$ cat config.mk
export PLATFORM = sky130hd
export DESIGN_NAME = seg_scan_scheduler
export DESIGN_NICKNAME = d
export VERILOG_FILES = /design/src/rtl/seg_scan_pkg.sv /design/src/rtl/seg_hex_decoder.sv /design/src/rtl/seg_scan_scheduler.sv
export SDC_FILE = /design/constraint.sdc
export NUM_CORES = 1
export LEC_CHECK = 0
export ABC_AREA = 1
export CAP_MARGIN = 20
export CORE_MARGIN = 5
export CORE_UTILIZATION = 45
export CTS_CLUSTER_DIAMETER = 120
export CTS_CLUSTER_SIZE = 24
export DETAILED_ROUTE_END_ITERATION = 8
export DONT_BUFFER_PORTS = 1
export GPL_TIMING_DRIVEN = 0
export PLACE_DENSITY = 0.56
export SKIP_LAST_GASP = 1
export SYNTH_ARGS = -nofsm -noshare
export SYNTH_HDL_FRONTEND = slang
export SYNTH_SLANG_ARGS = --single-unit
$ cat constraint.sdc
create_clock -name clock_100Mhz -period 2.4 [get_ports clock_100Mhz]
set_input_delay 0.24 -clock clock_100Mhz [delete_from_list [all_inputs] [get_ports clock_100Mhz]]
set_output_delay 0.24 -clock clock_100Mhz [all_outputs]
set_load 0.01 [all_outputs]
$ cat src/rtl/seg_scan_pkg.sv
// Shared encodings for the 7-segment scan scheduler: scan states,
// active-low segment glyphs and active-low anode selects.
package seg_scan_pkg;

  typedef enum logic {
    BLANK = 1'b0,
    SHOW  = 1'b1
  } scan_state_t;

  // Segment order is {a,b,c,d,e,f,g}; a 0 lights the segment
  localparam logic [6:0] SEG_BLANK = 7'b1111111;
  localparam logic [6:0] SEG_HEX_0 = 7'b0000001;
  localparam logic [6:0] SEG_HEX_1 = 7'b1001111;
  localparam logic [6:0] SEG_HEX_2 = 7'b0010010;
  localparam logic [6:0] SEG_HEX_3 = 7'b0000110;
  localparam logic [6:0] SEG_HEX_4 = 7'b1001100;
  localparam logic [6:0] SEG_HEX_5 = 7'b0100100;
  localparam logic [6:0] SEG_HEX_6 = 7'b0100000;
  localparam logic [6:0] SEG_HEX_7 = 7'b0001111;
  localparam logic [6:0] SEG_HEX_8 = 7'b0000000;
  localparam logic [6:0] SEG_HEX_9 = 7'b0000100;
  localparam logic [6:0] SEG_HEX_A = 7'b0001000;
  localparam logic [6:0] SEG_HEX_B = 7'b1100000;
  localparam logic [6:0] SEG_HEX_C = 7'b0110001;
  localparam logic [6:0] SEG_HEX_D = 7'b1000010;
  localparam logic [6:0] SEG_HEX_E = 7'b0110000;
  localparam logic [6:0] SEG_HEX_F = 7'b0111000;

  localparam logic [3:0] AN_OFF  = 4'b1111;
  localparam logic [3:0] AN_DIG0 = 4'b1110;
  localparam logic [3:0] AN_DIG1 = 4'b1101;
  localparam logic [3:0] AN_DIG2 = 4'b1011;
  localparam logic [3:0] AN_DIG3 = 4'b0111;

  function automatic logic [3:0] anode_for(input logic [1:0] idx);
    logic [3:0] an;
    an = AN_OFF;
    case (idx)
      2'd0: an = AN_DIG0;
      2'd1: an = AN_DIG1;
      2'd2: an = AN_DIG2;
      2'd3: an = AN_DIG3;
      default: an = AN_OFF;
    endcase
    return an;
  endfunction

endpackage

$ cat src/rtl/seg_hex_decoder.sv
// Combinational hex nibble to active-low 7-segment glyph.
module seg_hex_decoder
  import seg_scan_pkg::*;
(
  input  logic [3:0] nibble,
  output logic [6:0] segments
);

  always_comb begin
    segments = SEG_BLANK;
    case (nibble)
      4'h0: segments = SEG_HEX_0;
      4'h1: segments = SEG_HEX_1;
      4'h2: segments = SEG_HEX_2;
      4'h3: segments = SEG_HEX_3;
      4'h4: segments = SEG_HEX_4;
      4'h5: segments = SEG_HEX_5;
      4'h6: segments = SEG_HEX_6;
      4'h7: segments = SEG_HEX_7;
      4'h8: segments = SEG_HEX_8;
      4'h9: segments = SEG_HEX_9;
      4'hA: segments = SEG_HEX_A;
      4'hB: segments = SEG_HEX_B;
      4'hC: segments = SEG_HEX_C;
      4'hD: segments = SEG_HEX_D;
      4'hE: segments = SEG_HEX_E;
      4'hF: segments = SEG_HEX_F;
      default: segments = SEG_BLANK;
    endcase
  end

endmodule

$ cat src/rtl/seg_scan_scheduler.sv
// 4-digit multiplexed 7-segment scan with blanking dead-time and a shadow
// load buffer committed at frame boundaries. Optional SEG_SCAN_BRIGHTNESS_EN adds PWM dimming.
module seg_scan_scheduler
  import seg_scan_pkg::*;
#(
  parameter int SLOT_CYCLES  = 262144,
  parameter int BLANK_CYCLES = 1024,
  parameter int CNT_W        = 20
) (
  input  logic        clock_100Mhz,
  input  logic        reset,
  input  logic        load_valid,
  output logic        load_ready,
  input  logic [15:0] load_data,
  input  logic [3:0]  load_mask,
`ifdef SEG_SCAN_BRIGHTNESS_EN
  input  logic [3:0]  brightness,
`endif
  output logic        frame_tick,
  output logic [6:0]  C,
  output logic [3:0]  D
);

  localparam logic [CNT_W-1:0] SLOT_LAST  = CNT_W'(SLOT_CYCLES - 1);
  localparam logic [CNT_W-1:0] BLANK_LAST = CNT_W'(BLANK_CYCLES - 1);
  localparam scan_state_t      RESET_STATE = (BLANK_CYCLES == 0) ? SHOW : BLANK;

  logic [CNT_W-1:0] slot_cnt;
  logic [1:0]       digit_idx;
  scan_state_t      state_q, state_d;
  logic [15:0]      active_data, pending_data;
  logic [3:0]       active_mask, pending_mask;
  logic             pending_full;
  logic             slot_wrap, frame_end, duty_on;
  logic [3:0]       active_nibble, d_next;
  logic [6:0]       hex_seg, c_next;

  assign slot_wrap     = (slot_cnt == SLOT_LAST);
  assign frame_end     = slot_wrap && (digit_idx == 2'd3);
  assign frame_tick    = frame_end;
  assign load_ready    = !pending_full;
  assign active_nibble = active_data[{digit_idx, 2'b00} +: 4];

  seg_hex_decoder u_hex (
    .nibble   (active_nibble),
    .segments (hex_seg)
  );

  always_ff @(posedge clock_100Mhz or posedge reset) begin
    if (reset) begin
      slot_cnt  <= '0;
      digit_idx <= 2'd0;
    end else if (slot_wrap) begin
      slot_cnt  <= '0;
      digit_idx <= digit_idx + 2'd1;
    end else begin
      slot_cnt  <= slot_cnt + CNT_W'(1);
    end
  end

  // Commit wins over accept: a load landing on the frame boundary waits a full frame
  always_ff @(posedge clock_100Mhz or posedge reset) begin
    if (reset) begin
      pending_full <= 1'b0;
      pending_data <= '0;
      pending_mask <= '0;
      active_data  <= '0;
      active_mask  <= '0;
    end else if (frame_end && pending_full) begin
      active_data  <= pending_data;
      active_mask  <= pending_mask;
      pending_full <= 1'b0;
    end else if (load_valid && load_ready) begin
      pending_data <= load_data;
      pending_mask <= load_mask;
      pending_full <= 1'b1;
    end
  end

`ifdef SEG_SCAN_BRIGHTNESS_EN
  logic [3:0] pwm_cnt;

  always_ff @(posedge clock_100Mhz or posedge reset) begin
    if (reset) pwm_cnt <= 4'd0;
    else       pwm_cnt <= pwm_cnt + 4'd1;
  end

  assign duty_on = (pwm_cnt <= brightness);
`else
  assign duty_on = 1'b1;
`endif

  always_ff @(posedge clock_100Mhz or posedge reset) begin
    if (reset) state_q <= RESET_STATE;
    else       state_q <= state_d;
  end

  // Masked digits blank their segments too, so a dark digit never drives C
  always_comb begin
    state_d = state_q;
    c_next  = SEG_BLANK;
    d_next  = AN_OFF;
    if (BLANK_CYCLES == 0) begin
      state_d = SHOW;
    end else begin
      case (state_q)
        BLANK:   if (slot_cnt == BLANK_LAST) state_d = SHOW;
        SHOW:    if (slot_wrap) state_d = BLANK;
        default: state_d = BLANK;
      endcase
    end
    if (state_q == SHOW && active_mask[digit_idx]) begin
      c_next = hex_seg;
      if (duty_on) d_next = anode_for(digit_idx);
    end
  end

  always_ff @(posedge clock_100Mhz or posedge reset) begin
    if (reset) begin
      C <= SEG_BLANK;
      D <= AN_OFF;
    end else begin
      C <= c_next;
      D <= d_next;
    end
  end

endmodule

# == Yosys cells after proc, flatten, opt, wreduce, memory -nomap -nowiden ==
# Memory sizes are Yosys's and may differ from the RTL's.
# Cells that the tools add are included.
# classes
n_addsub,2
order_cmp,1
eq_ne,5
shift,1
mux,11
bitwise_logic,2
reduce_logical,8
# ops
operator,count
$add 20x1->20 const B,1
$eq 20x10->1 const B,1
$eq 20x18->1 const B,1
$mux 20,1
$pmux 4 s4,1
$shiftx 16x5->4,1
$mux 7,1
$mux 1,5
$eq 2x2->1 const B,2
$logic_and 1x1->1,4
$mux 4,1
$lt 2x3->1 const B,1
$add 2x1->2 const B,1
$bmux 1 s2,1
$eq 2x1->1 const B,1
$logic_not 2->1,1
$not 1->1,2
$pmux 1 s2,1
$reduce_and 2->1,1
$reduce_bool 2->1,1
$logic_not 1->1,1
# word_totals
regBits,75
romBits,112
inputBits,23
out_inout_bits,13
memories,1
# memory_table
name,depth,word_bits,read_ports,rd_ports_with_merged_regs,wr,line_no,rtl
(name not given),16,7,1,0,0,seg_hex_decoder.sv:11,case (nibble)

# == Logic depth before layout (Yosys ltp) ==
# logic_depth
word_depth,5
ltp_mapped,11

# == Cells and area by module ==
# From an unflattened synthesis, not the netlist that was laid out.
# unflattened
hier_cells,397
hier_area_um2,3637.2
# by_module_without_submodules
module,instances,cells_each,area_each_um2,seq_area_each_um2
seg_scan_scheduler,1,348,3363.2,1890.6
seg_hex_decoder,1,49,274.0,0.0

# == Least setup slack after synthesis ==
# Ideal clock, no wire load.
# synth_path
path_kind,reg2reg
from,reg digit_idx[0]
to,reg C[6]
t_arrival_ns,1.548
t_required_ns,2.333
path_slack_ns,0.785
stages_incl_launch_ff,12
path_buffers,1
synth_period_minus_slack_ns,1.615
path_cell_list,dfrtp_1 -> inv_1 -> buf_2 -> nand2_1 -> nand3_1 -> nand2_1 -> inv_1 -> ha_1 -> inv_1 -> o21ai_0 -> nand2_1 -> nand3_1
# synth_between
elab_chain_len,4
elab_cells_between_ends,6
# synth_lines
item,line_no,rtl
"start, declared",seg_scan_scheduler.sv:29,logic [1:0] digit_idx;
"start signal, assigned",seg_scan_scheduler.sv:55,digit_idx <= digit_idx + 2'd1;
"parallel branches: the longest is 3 deep, another holds $mem_v2 16x7",n/a,
$mux 7 *,seg_scan_scheduler.sv:112,if (state_q == SHOW && active_mask[digit_idx]) begin
net c_next[6],seg_scan_scheduler.sv:36,"logic [6:0] hex_seg, c_next;"
"end signal, assigned",seg_scan_scheduler.sv:123,C <= c_next;
"end, declared",seg_scan_scheduler.sv:20,"output logic [6:0] C,"
# Mark *: on every way through the listed nets, which the timed path passes. The select of a mux whose other input is x is not followed.
# A chain may end at the register's enable or synchronous reset.

# == Worst setup path after layout ==
# Ends and elaborated chain as after synthesis.

==> impl_metrics.toml <==
[sta]
hold_viol = 0
fmax_mhz = 493
setup_viol = 0
setup-tns-final_ns = 0
worstMarginPinSlew_ns = 0.447
finalCritPeriodShare_pct = 84.6
max_slew_margin_pct = 70.2
finalClockSkew_ns = 0.00851
drv_slew = 0
min_period_ns = 2.03
timing.hold.ws_ns = 0.0232
rsz0062_at_grt = "no"
timing.final.ws_setup_ns = 0.370

[finish]
area_delta_synth_final_pct = 9.57
nets = 442
fin_cells = 514
design_area_mm2 = 0.00396
final_common_cell = "nand2_1"
diodes = 0
post-route-util_pct = 50.9
most-common-layout-cells = "114 x nand2_1, 64 x dfrtp_1, 50 x nand3_1"
drive_gt1_share_pct = 18.7

[power]
p_seq_share_pct = 57.9
net-switching-power_uw = 537
peakVddDrop_uv = 327
powerDensity_mw_per_mm2 = 578
swShare_pct = 23.5
clockPowerShare_pct = 39.3
leakage_nw = 1.94
pwr-share-comb_pct = 2.8
finalPower_mw = 2.28
cell_internal_pwr_mw = 1.75

[synth]
synth_warnings = 0
synthArstFlopShare_pct = 100
syn_area_mm2 = 0.00361
syn_inst = 394
syn_area_per_cell_um2 = 9.16
syn_nets = 429
yosys_register_bits = 75
synth_cell_type_count = 26
yosysSeqAreaShare_pct = 52.4
synth_flop_cell = "dfrtp_1"
synth-edff-count = 0

[global_routing]
grt_first_pass_wirelength_um = 11800
overflow = 0
grtUsageTotal_pct = 14.8
grt_pass1_vias = 2494
antenna_found_initial = 0
grt_max_degree = 41

[placement]
dpl_worst_slack_ns = 0.386
hpwl_um = 5000
dp.cells = 497
port_buffers = 0
placed_cell_area_mm2 = 0.00376
gp_congestion = 0.868

[die]
die-area_mm2 = 0.00991
start_util_pct = 46.5
core_area_mm2 = 0.00777
dieHeight_um = 99.6
num_rows = 32
num_io_pins = 36
die_w_um = 99.6

[clock_network]
cts_tree = "built"
worstSkewPairLatency_ns = 0.34
clkTransAtPathRegs_ns = 0.08
post_cts_buffers = 0
clock_sinks = 75
clk_path_buf_depth = 2
cts-buffers-inserted = 9
cts.htree.levels = 3
root_buffer = "clkbuf_8"

[worst_hold_path]
hold_class = "in -> reg"

[detailed_routing]
routed_via_density = 4.91
drt-pass1-iter-count = 4
vias = 2526
postRouteAntennaNets = 0
drc = 0
wirelength_um = 6760
drtIter0Drc = 66
wl_per_cell_um = 13.2

[worst_setup_path]
cp_max_fo = 11
worst_setup_path_end_kind = "register"
critPathTopFamily = "buffers and inverters"
critPathKind = "reg -> reg"
arrival_ns = 2.30
cp-start-kind = "register"
cp-endpoint = "C[6]"
crit_slowest_cell = "dfrtp_1"
timing.critical_path.buf_inv = 4
r2r_end = "C[6]"
worstPathRequired_ns = 2.67
startpoint = "digit_idx[0]"
r2r.worst_path.cells = 11
worstPathCellList = "inv_1, buf_2, nand2_1, nand3_1, nand2_1, inv_1, ha_1, inv_1, o21ai_0, nand2_1, nand3_1"
r2r_slack_ns = 0.37
cpPeakStageDelay_ns = 0.45
timing.rr.start = "digit_idx[0]"
path_depth = 11

[job]
maxCapViolCount = 0

[outcome]
status = "finished clean"
## what timing repair did
action,CTS,global route
hold buffers,1,0
resized for setup,0,0
hold endpoints to repair,29,0
## routing by layer
metal	vias up	GRT usage (%)	wire length [µm]	share of wire, %
met2	55	23.2	3080	46
li1	1286	-	-	-
met1	1179	20.3	3290	49
met5	-	0	0	0
met3	6	4.14	313	4.6
met4	0	3.47	77	1.1
## power groups by stage
stage / registers, mW / logic (mW) / clock network (mW)
final: 1.32 / 0.0650 / 0.897
after detailed placement: 1.35 / 0.0660 / 0
after CTS: 1.32 / 0.0681 / 0.929
after floorplan: 1.34 / 0.0519 / 0
after global placement: 1.35 / 0.0595 / 0
after global routing: 1.33 / 0.0758 / 0.986
## worst reg2reg max path, stage by stage, from the launching register on
cell	delay, ns
dfrtp_1	0.45
inv_1	0.12
buf_2	0.25
nand2_1	0.08
nand3_1	0.10
nand2_1	0.18
inv_1	0.15
ha_1	0.24
inv_1	0.07
o21ai_0	0.16
nand2_1	0.07
nand3_1	0.09
## state kept, by name (all words and copies together), names as in the netlist
name and flops:
pending_full 1, active_mask 4, active_data 16, pending_mask 4, D 4, pending_data 16
C 7, slot_cnt 20, state_q 1, digit_idx 2
## worst min path at each step
stage,from,to,depth (start not counted)
2_1_floorplan,load_valid,pending_full,2
3_3_place_gp,load_valid,pending_full,2
3_5_place_dp,reset,slot_cnt[2],1
4_1_cts,load_valid,pending_full,2
5_1_grt,load_data[15],pending_data[15],1
6_report,load_valid,pending_full,2
## cell usage after synthesis (2+ instances only)
library cell | number | area share (%)
inv_2 | 3 | 0.31
inv_1 | 32 | 3.3
nor2_2 | 2 | 0.35
a21oi_1 | 6 | 0.83
nand2_2 | 5 | 0.87
nand2_1 | 114 | 12
mux2_2 | 20 | 6.2
nor2_1 | 24 | 2.5
o21ai_0 | 13 | 1.8
nor2_4 | 3 | 0.94
nand3_1 | 50 | 6.9
dfrtp_1 | 64 | 44
dfstp_2 | 11 | 8.0
nor3_2 | 2 | 0.55
ha_1 | 12 | 4.2
buf_2 | 7 | 0.97
xor2_1 | 9 | 2.2
buf_6 | 4 | 1.2
nor3_1 | 6 | 0.83
## cell type report
class,instances,area (µm²)
clock buffer,10,138
fill,735,3810
inverter,36,138
tap,102,128
multi-input combinational,272,1500
sequential,75,1890
buffer,11,80.1
timing repair buffer,2,30.0
clock inverter,6,47.5
## kinds of logic (layout without fill, tap and decap cells)
group	Yosys count	count (layout)	synth area share, %
xor+xnor	10	10	2.43
mux	20	20	6.24
fa+ha+maj	12	12	4.16
simple gates	210	210	26.0
compound gates	20	20	2.84
flops	75	75	52.4
buf+inv	47	65	5.96
Note: power is estimated with default switching activity, not from simulation.
